<file path="config.mk">
export PLATFORM = sky130hd
export DESIGN_NAME = text_console_ctrl
export DESIGN_NICKNAME = d
export VERILOG_FILES = /design/src/rtl/text_console_ctrl.sv
export SDC_FILE = /design/constraint.sdc
export NUM_CORES = 1
export LEC_CHECK = 0
export ABC_AREA = 1
export CAP_MARGIN = 20
export CORE_MARGIN = 2
export CORE_UTILIZATION = 55
export DETAILED_ROUTE_END_ITERATION = 10
export GPL_ROUTABILITY_DRIVEN = 0
export PLACE_DENSITY_LB_ADDON = 0.2
export SYNTH_ARGS = -nofsm -noshare
export SYNTH_HDL_FRONTEND = slang
export SYNTH_SLANG_ARGS = --single-unit
</file>
<file path="constraint.sdc">
create_clock -name clock -period 7.2 [get_ports clock]
set_clock_uncertainty 0.05 [all_clocks]
set_input_delay 1.44 -clock clock [delete_from_list [all_inputs] [get_ports clock]]
set_output_delay 1.44 -clock clock [all_outputs]
set_load 0.05 [all_outputs]
</file>
<file path="src/rtl/text_console_ctrl.sv">
// Write-port sequencer for the 80x25 text VRAM: console commands become char/attr writes, clear and scroll.
// Optional CONSOLE_SCROLL_EN builds the scroll engine; without it cursor overflow wraps to cell 0.
`timescale 1ns/1ps

module text_console_ctrl #(
    parameter int         COLS     = 80,
    parameter int         ROWS     = 25,
    parameter logic [7:0] DEF_ATTR = 8'h07
) (
    input  logic        clock,
    input  logic        reset_n,
    input  logic        cmd_valid,
    output logic        cmd_ready,
    input  logic [1:0]  cmd_op,
    input  logic [10:0] cmd_data,
    output logic [11:0] vram_address,
    output logic        vram_we,
    output logic [7:0]  vram_wdata,
    input  logic [7:0]  vram_rdata,
    output logic [10:0] cursor,
    output logic [7:0]  attr,
    output logic        busy
);

    localparam logic [1:0] OP_PUTC    = 2'd0;
    localparam logic [1:0] OP_SETCUR  = 2'd1;
    localparam logic [1:0] OP_SETATTR = 2'd2;
    localparam logic [1:0] OP_CLEAR   = 2'd3;

    localparam logic [10:0] COLS_C     = 11'(COLS);
    localparam logic [11:0] COLS_W     = 12'(COLS);
    localparam logic [11:0] CELLS_W    = 12'(COLS * ROWS);
    localparam logic [10:0] LAST_CELL  = 11'(COLS * ROWS - 1);
    localparam logic [11:0] LAST_BYTE  = 12'(2 * COLS * ROWS - 1);
`ifdef CONSOLE_SCROLL_EN
    localparam logic [10:0] LAST_ROW_C = 11'(COLS * (ROWS - 1));
    localparam logic [11:0] ROW_BYTES  = 12'(2 * COLS);
    localparam logic [11:0] COPY_LAST  = 12'(2 * COLS * (ROWS - 1) - 1);
    localparam logic [11:0] COPY_BYTES = 12'(2 * COLS * (ROWS - 1));
`endif

    typedef enum logic [2:0] {
        IDLE,
        WR_CHAR,
        WR_ATTR,
`ifdef CONSOLE_SCROLL_EN
        SCR_RD,
        SCR_WR,
`endif
        FILL
    } state_e;

    state_e      state_q, state_d;
    logic [10:0] cursor_q, cursor_d;
    logic [7:0]  attr_q, attr_d;
    logic [7:0]  char_q, char_d;
    logic [11:0] idx_q, idx_d;
    logic [10:0] fill_cur_q, fill_cur_d;

    logic [10:0] col;
    logic [11:0] nxt_cur;
    logic        ovf;

`ifndef CONSOLE_SCROLL_EN
    logic unused_rdata;
    assign unused_rdata = ^vram_rdata;
`endif

    assign col    = cursor_q % COLS_C;
    assign cursor = cursor_q;
    assign attr   = attr_q;

    // NOTE: every signal written here gets a default first, so no path can infer a latch.
    always_comb begin
        state_d      = state_q;
        cursor_d     = cursor_q;
        attr_d       = attr_q;
        char_d       = char_q;
        idx_d        = idx_q;
        fill_cur_d   = fill_cur_q;
        nxt_cur      = {1'b0, cursor_q};
        ovf          = 1'b0;
        cmd_ready    = (state_q == IDLE);
        vram_we      = 1'b0;
        vram_address = '0;
        vram_wdata   = '0;
        busy         = 1'b0;

        unique case (state_q)
            IDLE: begin
                if (cmd_valid) begin
                    unique case (cmd_op)
                        OP_PUTC: begin
                            unique case (cmd_data[7:0])
                                8'h0D: cursor_d = cursor_q - col;
                                8'h0A: begin
                                    nxt_cur = {1'b0, cursor_q} + COLS_W - {1'b0, col};
                                    if (nxt_cur == CELLS_W) ovf = 1'b1;
                                    else                    cursor_d = nxt_cur[10:0];
                                end
                                8'h08: if (cursor_q != '0) cursor_d = cursor_q - 11'd1;
                                default: begin
                                    char_d  = cmd_data[7:0];
                                    state_d = WR_CHAR;
                                end
                            endcase
                        end
                        OP_SETCUR:  cursor_d = (cmd_data > LAST_CELL) ? LAST_CELL : cmd_data;
                        OP_SETATTR: attr_d   = cmd_data[7:0];
                        OP_CLEAR: begin
                            idx_d      = '0;
                            fill_cur_d = '0;
                            state_d    = FILL;
                        end
                    endcase
                end
            end
            WR_CHAR: begin
                vram_we      = 1'b1;
                vram_address = {cursor_q, 1'b0};
                vram_wdata   = char_q;
                state_d      = WR_ATTR;
            end
            WR_ATTR: begin
                vram_we      = 1'b1;
                vram_address = {cursor_q, 1'b1};
                vram_wdata   = attr_q;
                nxt_cur      = {1'b0, cursor_q} + 12'd1;
                state_d      = IDLE;
                if (nxt_cur == CELLS_W) ovf = 1'b1;
                else                    cursor_d = nxt_cur[10:0];
            end
`ifdef CONSOLE_SCROLL_EN
            SCR_RD: begin
                busy         = 1'b1;
                vram_address = idx_q + ROW_BYTES;
                state_d      = SCR_WR;
            end
            SCR_WR: begin
                // Read data for the row below arrives one cycle after SCR_RD issued its address.
                busy         = 1'b1;
                vram_we      = 1'b1;
                vram_address = idx_q;
                vram_wdata   = vram_rdata;
                if (idx_q == COPY_LAST) begin
                    idx_d   = COPY_BYTES;
                    state_d = FILL;
                end else begin
                    idx_d   = idx_q + 12'd1;
                    state_d = SCR_RD;
                end
            end
`endif
            FILL: begin
                busy         = 1'b1;
                vram_we      = 1'b1;
                vram_address = idx_q;
                vram_wdata   = idx_q[0] ? attr_q : 8'h20;
                if (idx_q == LAST_BYTE) begin
                    cursor_d = fill_cur_q;
                    state_d  = IDLE;
                end else begin
                    idx_d = idx_q + 12'd1;
                end
            end
            default: state_d = IDLE;
        endcase

        // Cursor would land one past the last cell: scroll or wrap.
        if (ovf) begin
`ifdef CONSOLE_SCROLL_EN
            idx_d      = '0;
            fill_cur_d = LAST_ROW_C;
            state_d    = SCR_RD;
`else
            cursor_d   = '0;
            state_d    = IDLE;
`endif
        end
    end

    // NOTE: sequential state uses non-blocking assignments so every flop samples pre-edge values.
    always_ff @(posedge clock or negedge reset_n) begin
        if (!reset_n) begin
            state_q    <= IDLE;
            cursor_q   <= '0;
            attr_q     <= DEF_ATTR;
            char_q     <= '0;
            idx_q      <= '0;
            fill_cur_q <= '0;
        end else begin
            state_q    <= state_d;
            cursor_q   <= cursor_d;
            attr_q     <= attr_d;
            char_q     <= char_d;
            idx_q      <= idx_d;
            fill_cur_q <= fill_cur_d;
        end
    end

endmodule

</file>
# After elaboration in Yosys (flattened, before gate mapping)
# Cells that the tools add are included.
[word_totals]
input_bits = 24
out_inout_bits = 42
wordCells = 81
ff_bits = 42
[classes]
reduce_logical = 12
n_lt_le_gt_ge = 1
add_sub_neg = 6
div = 1
mux = 31
bitwise = 1
eq_ne = 24
[op_table]
columns = ["cell", "count"]
rows = [
  ["11-bit 2-to-1 mux", 7],
  ["11-bit case mux with 3 select lines", 2],
  ["12-bit 2-to-1 mux", 3],
  ["12-bit case mux with 3 select lines", 1],
  ["12-bit by 11-bit equality test with 1-bit output, second input constant", 2],
  ["8-bit by 4-bit equality test with 1-bit output, second input constant", 3],
  ["12-bit case mux with 2 select lines", 1],
  ["8-bit case mux with 3 select lines", 1],
  ["11-bit case mux with 2 select lines", 1],
  ["11-bit by 1-bit adder with 12-bit output, second input constant", 1],
  ["11-bit by 7-bit adder with 12-bit output, second input constant", 1],
  ["12-bit by 1-bit adder with 12-bit output, second input constant", 1],
  ["12-bit equality test, second input constant", 1],
  ["3-bit 2-to-1 mux", 4],
  ["4-bit AND reduction", 3],
  ["12-bit by 11-bit subtractor with 12-bit output", 1],
  ["11-bit > comparator, second input constant", 1],
  ["11-bit by 7-bit modulo with 11-bit output, second input constant", 1],
  ["11-bit nonzero test", 1],
  ["11-bit by 1-bit subtractor with 11-bit output, second input constant", 1],
  ["11-bit subtractor", 1],
  ["5-bit inequality test, second input constant", 2],
  ["3-bit case mux with 3 select lines", 1],
  ["8-bit 2-to-1 mux", 1],
  ["other kinds (22)", 34],
]

# Depth between registers and ports, before layout
[depth]
depth_word = 10
depth_mapped = 40
mapped_depth_nobuf = 39

# Worst setup path before layout
# Ideal clock, no wire load.
[synth_path]
path_kind = "reg2reg"
start = "register cursor_q[7] (netlist: cursor[7])"
end = "register cursor_q[8] (netlist: cursor[8])"
period_less_slack_ns = 4.626
setup_time_ns = 0.119
path_buffers = 1
stages_incl_launch_ff = 38
path_slack_ns = 2.574
arrival_time_ns = 4.457
cell_sequence = "dfrtp_1 > buf_6 > bufinv_8 > nand3_2 > nand2_2 > nand2_4 > nand2_2 > nand2_2 > inv_2 > nand2_2 > nand2_2 > nand2_4 > nand3_2 > nand2_4 > nand2_4 > nand2_2 > nand3_2 > nand2_2 > [... 2 more ...] > nand2_2 > ha_1 > inv_1 > ha_1 > ha_1 > o21ai_0 > nand2_1 > xor2_1 > nor2_1 > nand3b_1 > nor3_1 > nand4_1 > nand3_1 > nor2_1 > nor2_2 > inv_2 > nand2_1 > nand2_1"
[synth_via]
elab_chain_len = 10
word_cells_on_any_way = 32
[synth_rtl]
columns = ["item", "line", "rtl"]
rows = [
  ["start, declared", "54", "logic [10:0] cursor_q, cursor_d;"],
  ["start signal, assigned", "193", "cursor_q <= cursor_d;"],
  ["11-bit by 7-bit modulo with 11-bit output or 11-bit by 7-bit adder with 12-bit output (tied branches)", "69, 97", ""],
  ["12-bit by 11-bit subtractor with 12-bit output", "97", "nxt_cur = {1'b0, cursor_q} + COLS_W - {1'b0, col};"],
  ["12-bit by 11-bit equality test with 1-bit output", "98", "if (nxt_cur == CELLS_W) ovf = 1'b1;"],
  ["1-bit 2-to-1 mux", "98", ""],
  ["1-bit 2-to-1 mux", "94", "unique case (cmd_data[7:0])"],
  ["1-bit 2-to-1 mux", "92", "unique case (cmd_op)"],
  ["1-bit 2-to-1 mux", "91", "if (cmd_valid) begin"],
  ["1-bit case mux with 2 select lines", "89", "unique case (state_q)"],
  ["6-bit by 4-bit inequality test with 1-bit output (no source line), or another cell as far along", "n/a", ""],
  ["8-bit AND reduction (no source line)", "n/a", ""],
]
# Parallel ways exist; a longest one is shown, timed or not. The select of a mux whose other input is x is not followed.
# A chain may end at the register's enable or synchronous reset.

# Worst setup path after layout
[layout_path]
start = "register cursor_q[10] (netlist: cursor[10])"
end = "register cursor_q[0] (netlist: cursor[0])"
# Same word-level chain as after synthesis.

==> impl_results.html <==
<table>
<tr><th>Metric</th><th>Value</th></tr>
<tr><th colspan="2">Outcome</th></tr>
<tr><td>Outcome</td><td>completed</td></tr>
<tr><th colspan="2">Setup path</th></tr>
<tr><td>Launching element of the worst setup path</td><td>cursor[10]</td></tr>
<tr><td>Slowest cell on the critical path</td><td>sky130_fd_sc_hd__dfrtp_1</td></tr>
<tr><td>Worst EP required</td><td>7350 ps</td></tr>
<tr><td>Element type at the critical path end</td><td>flop</td></tr>
<tr><td>CP arrival</td><td>5590 ps</td></tr>
<tr><td>Largest stage delay, worst path</td><td>720 ps</td></tr>
<tr><td>Crit-path most repeated cell</td><td>sky130_fd_sc_hd__nand2_2</td></tr>
<tr><td>Origin of the critical flop-to-flop path</td><td>cursor[10]</td></tr>
<tr><td>Type of the setup path with the least slack</td><td>flop to flop</td></tr>
<tr><td>Worst Path Max Fanout</td><td>11</td></tr>
<tr><td>Startpoint types</td><td>flop</td></tr>
<tr><th colspan="2">STA</th></tr>
<tr><td>Final slew viol count</td><td>0</td></tr>
<tr><td>Final period util</td><td>75.6%</td></tr>
<tr><td>Setup violators final</td><td>0</td></tr>
<tr><td>RSZ-0062 raised after global routing</td><td>no</td></tr>
<tr><td>Setup TNS</td><td>0 ps</td></tr>
<tr><td>Relative slew slack</td><td>39.0%</td></tr>
<tr><td>Transition time of the tightest slew-check pin</td><td>915 ps</td></tr>
<tr><td>Tmin final</td><td>5440 ps</td></tr>
<tr><td>Final worst setup slack</td><td>1760 ps</td></tr>
<tr><td>Count of endpoints failing hold in the final timing report</td><td>0</td></tr>
<tr><td>Achievable frequency</td><td>0.184 GHz</td></tr>
<tr><th colspan="2">Synth</th></tr>
<tr><td>Cell type contributing the most total cell area after synthesis</td><td>sky130_fd_sc_hd__dfrtp_1</td></tr>
<tr><td>Instance count of the mapped netlist</td><td>632</td></tr>
<tr><td>Area fraction of the dominant cell type after synthesis</td><td>22.5%</td></tr>
<tr><td>Leading post-synthesis cells by instance count</td><td>sky130_fd_sc_hd__nand2_1, sky130_fd_sc_hd__inv_1, sky130_fd_sc_hd__nor2_1, sky130_fd_sc_hd__nand3_1, sky130_fd_sc_hd__o21ai_0</td></tr>
<tr><td>Proportion of synthesized flip-flops having asynchronous set or reset</td><td>100%</td></tr>
<tr><td>Most repeated cell in the gate-level netlist after synthesis</td><td>sky130_fd_sc_hd__nand2_1</td></tr>
<tr><td>Synthesis-stage register bit count</td><td>41</td></tr>
<tr><td>Distinct cells, synth</td><td>52</td></tr>
<tr><td>Synthesized area</td><td>4220 um2</td></tr>
<tr><td>Main flop type after synthesis</td><td>sky130_fd_sc_hd__dfrtp_1</td></tr>
<tr><td>Top cells by area, synth</td><td>sky130_fd_sc_hd__dfrtp_1, sky130_fd_sc_hd__nand2_1, sky130_fd_sc_hd__ha_1</td></tr>
<tr><td>Portion of the post-synthesis area used by sequential elements</td><td>24.4%</td></tr>
<tr><td>Average cell area after synthesis</td><td>6.68 um2</td></tr>
<tr><td>Count of warnings emitted by yosys</td><td>0</td></tr>
<tr><td>Number of flops mapped to enable cells by yosys</td><td>0</td></tr>
<tr><th colspan="2">Die</th></tr>
<tr><td>Floorplan die height</td><td>91.6 um</td></tr>
<tr><td>Effective utilization at floorplan</td><td>57.6%</td></tr>
<tr><td>Boundary pin count</td><td>66</td></tr>
<tr><td>DIE WIDTH</td><td>91.6 um</td></tr>
<tr><td>Core Box Area</td><td>7330 um2</td></tr>
<tr><td>Full die area</td><td>8400 um2</td></tr>
<tr><td>Placement Rows</td><td>31</td></tr>
<tr><th colspan="2">Route</th></tr>
<tr><td>Number of remaining DRC errors</td><td>0</td></tr>
<tr><td>Via density per instance</td><td>5.70</td></tr>
<tr><td>Pre-antenna DRT Iters</td><td>7</td></tr>
<tr><td>Final wirelength</td><td>11500 um</td></tr>
<tr><td>Post-detailed-route count of antenna-violating nets</td><td>0</td></tr>
<tr><td>Drt first-iter violations</td><td>400</td></tr>
<tr><td>Total number of vias</td><td>4498</td></tr>
<tr><td>Average wire per cell in the routed design</td><td>14.6 um</td></tr>
<tr><th colspan="2">Final layout</th></tr>
<tr><td>Final Net Count</td><td>746</td></tr>
<tr><td>Post-layout instance count excluding filler cells</td><td>789</td></tr>
<tr><td>Proportion of layout cells with a drive suffix above 1</td><td>9.13%</td></tr>
<tr><td>Area added between synthesis and finish</td><td>17.3%</td></tr>
<tr><td>Post-route design area</td><td>4950 um2</td></tr>
<tr><td>Antenna fix cells</td><td>0</td></tr>
<tr><th colspan="2">Global route</th></tr>
<tr><td>Total global-route track usage</td><td>28.8%</td></tr>
<tr><td>Global-route wire length before repair</td><td>19900 um</td></tr>
<tr><td>Via count of the first global-routing pass</td><td>4227</td></tr>
<tr><td>Grt total ovfl</td><td>0</td></tr>
<tr><td>Largest net degree at the start of global routing</td><td>42</td></tr>
<tr><td>Initial antenna violation count</td><td>0</td></tr>
<tr><th colspan="2">Worst hold path</th></tr>
<tr><td>Startpoint of the tightest hold check path</td><td>char_q[7]</td></tr>
<tr><td>Worst min-delay path category</td><td>flop to flop</td></tr>
<tr><th colspan="2">Job</th></tr>
<tr><td>Number of violations of the max-capacitance limit</td><td>0</td></tr>
<tr><th colspan="2">Clock network</th></tr>
<tr><td>Number of resized instances in the post-cts repair step</td><td>0</td></tr>
<tr><td>TritonCTS Buffers</td><td>5</td></tr>
<tr><td>Hold buffer count at cts</td><td>0</td></tr>
<tr><td>Longest Clk Path Bufs</td><td>2</td></tr>
<tr><td>Clock tree sinks</td><td>41</td></tr>
<tr><td>Number of setup buffers added after CTS</td><td>0</td></tr>
<tr><td>H-Tree Depth</td><td>2</td></tr>
<tr><td>Clock slew at the register clock pins of the worst setup and hold paths</td><td>100 ps</td></tr>
<tr><td>Clock root buffer</td><td>sky130_fd_sc_hd__clkbuf_8</td></tr>
<tr><td>Clock insertion delay at the later pin of the skew report</td><td>310 ps</td></tr>
<tr><td>CTS tree</td><td>built</td></tr>
<tr><th colspan="2">Placed design</th></tr>
<tr><td>Port-buffer cells</td><td>57</td></tr>
<tr><td>Setup Slack @ Placement</td><td>1940 ps</td></tr>
<tr><td>DP Cell Count</td><td>781</td></tr>
<tr><td>Post-Place Cell Area</td><td>4860 um2</td></tr>
<tr><td>HPWL after detailed placement</td><td>9080 um</td></tr>
</table>
path summary, 6_finish.rpt:
| kind | depth (start not counted) | slack [ps] | end |
|---|---|---|---|
| max in group asynchronous | 1 | 5310 | cursor[2] |
| min in group asynchronous | 1 | 1200 | attr[5] |
| setup reg to reg | 36 | 1760 | cursor[0] |
| setup / recovery | 36 | 1760 | cursor[0] |
| hold reg to reg | 2 | 450 | char_q[7] |
| hold / removal | 2 | 450 | char_q[7] |
logic make-up after synthesis:
kind of cell	count (synthesis)	share of synthesized area, %
AOI/OAI and AO/OA	111	16.2
xor gates and xnor gates	15	3.11
adders and majority gates	33	9.96
buffers and inverters	107	10.5
DFF	41	24.4
other	1	0.0888
and+or+nand+nor	324	35.7
through the flow:
stage | util (%) | hold WS (ps)
final | 67.6 | 447
after global routing | 67.6 | 488
after CTS | 67.6 | 445
after detailed placement | 66.3 | 424
after global placement | 66.3 | 416
after floorplan | - | 403
state kept, by name (all words and copies together) (netlist names):
name     count
idx_q       12
cursor      11
attr         8
char_q       8
state_q      2
per-layer routing:
metal  vias up  routed length, um  global-route usage (%)
met2       206               5300                    47.9
met5         -                  0                       0
met3        33                849                    3.45
met4         0                370                    10.7
li1       2205                  -                       -
met1      2054               4990                    38.5
worst max-delay path: cells and delay by family (launching register included):
family,cells,cell delay [ps]
compound gates,1,150
flops,1,720
xor+xnor,1,150
fa+ha+maj,3,840
simple gates,28,3080
buf+inv,3,360
cells in the final DEF, fill, tap and decap left out, types with 4 or more instances in the layout:
cell,instances
sky130_fd_sc_hd__conb_1,7
sky130_fd_sc_hd__o22ai_1,13
sky130_fd_sc_hd__inv_1,79
sky130_fd_sc_hd__nand2_4,4
sky130_fd_sc_hd__clkbuf_8,5
sky130_fd_sc_hd__o21ai_1,4
sky130_fd_sc_hd__a22o_1,7
sky130_fd_sc_hd__o21ai_0,41
sky130_fd_sc_hd__clkdlybuf4s50_1,56
sky130_fd_sc_hd__nand3_1,41
sky130_fd_sc_hd__nor2_2,5
sky130_fd_sc_hd__xor2_1,12
sky130_fd_sc_hd__nand4_1,13
sky130_fd_sc_hd__nand2_1,158
sky130_fd_sc_hd__nand2_2,13
sky130_fd_sc_hd__dfrtp_1,38
sky130_fd_sc_hd__a21oi_1,24
sky130_fd_sc_hd__inv_2,12
sky130_fd_sc_hd__nor2_1,49
sky130_fd_sc_hd__ha_1,32
sky130_fd_sc_hd__nor3_1,17
sky130_fd_sc_hd__nand3_2,7
cell type report:
class | count | area [um2]
Clock buffer | 5 | 68.8
Inverter | 94 | 367
Fill cell | 662 | 2380
Clock inverter | 3 | 25.0
Tap cell | 99 | 124
Multi-Input combinational cell | 490 | 2770
Timing Repair Buffer | 57 | 566
Sequential cell | 41 | 1030
Power is not shown: default switching activity piles up to over one toggle a cycle in this logic, so the estimate is an artifact.
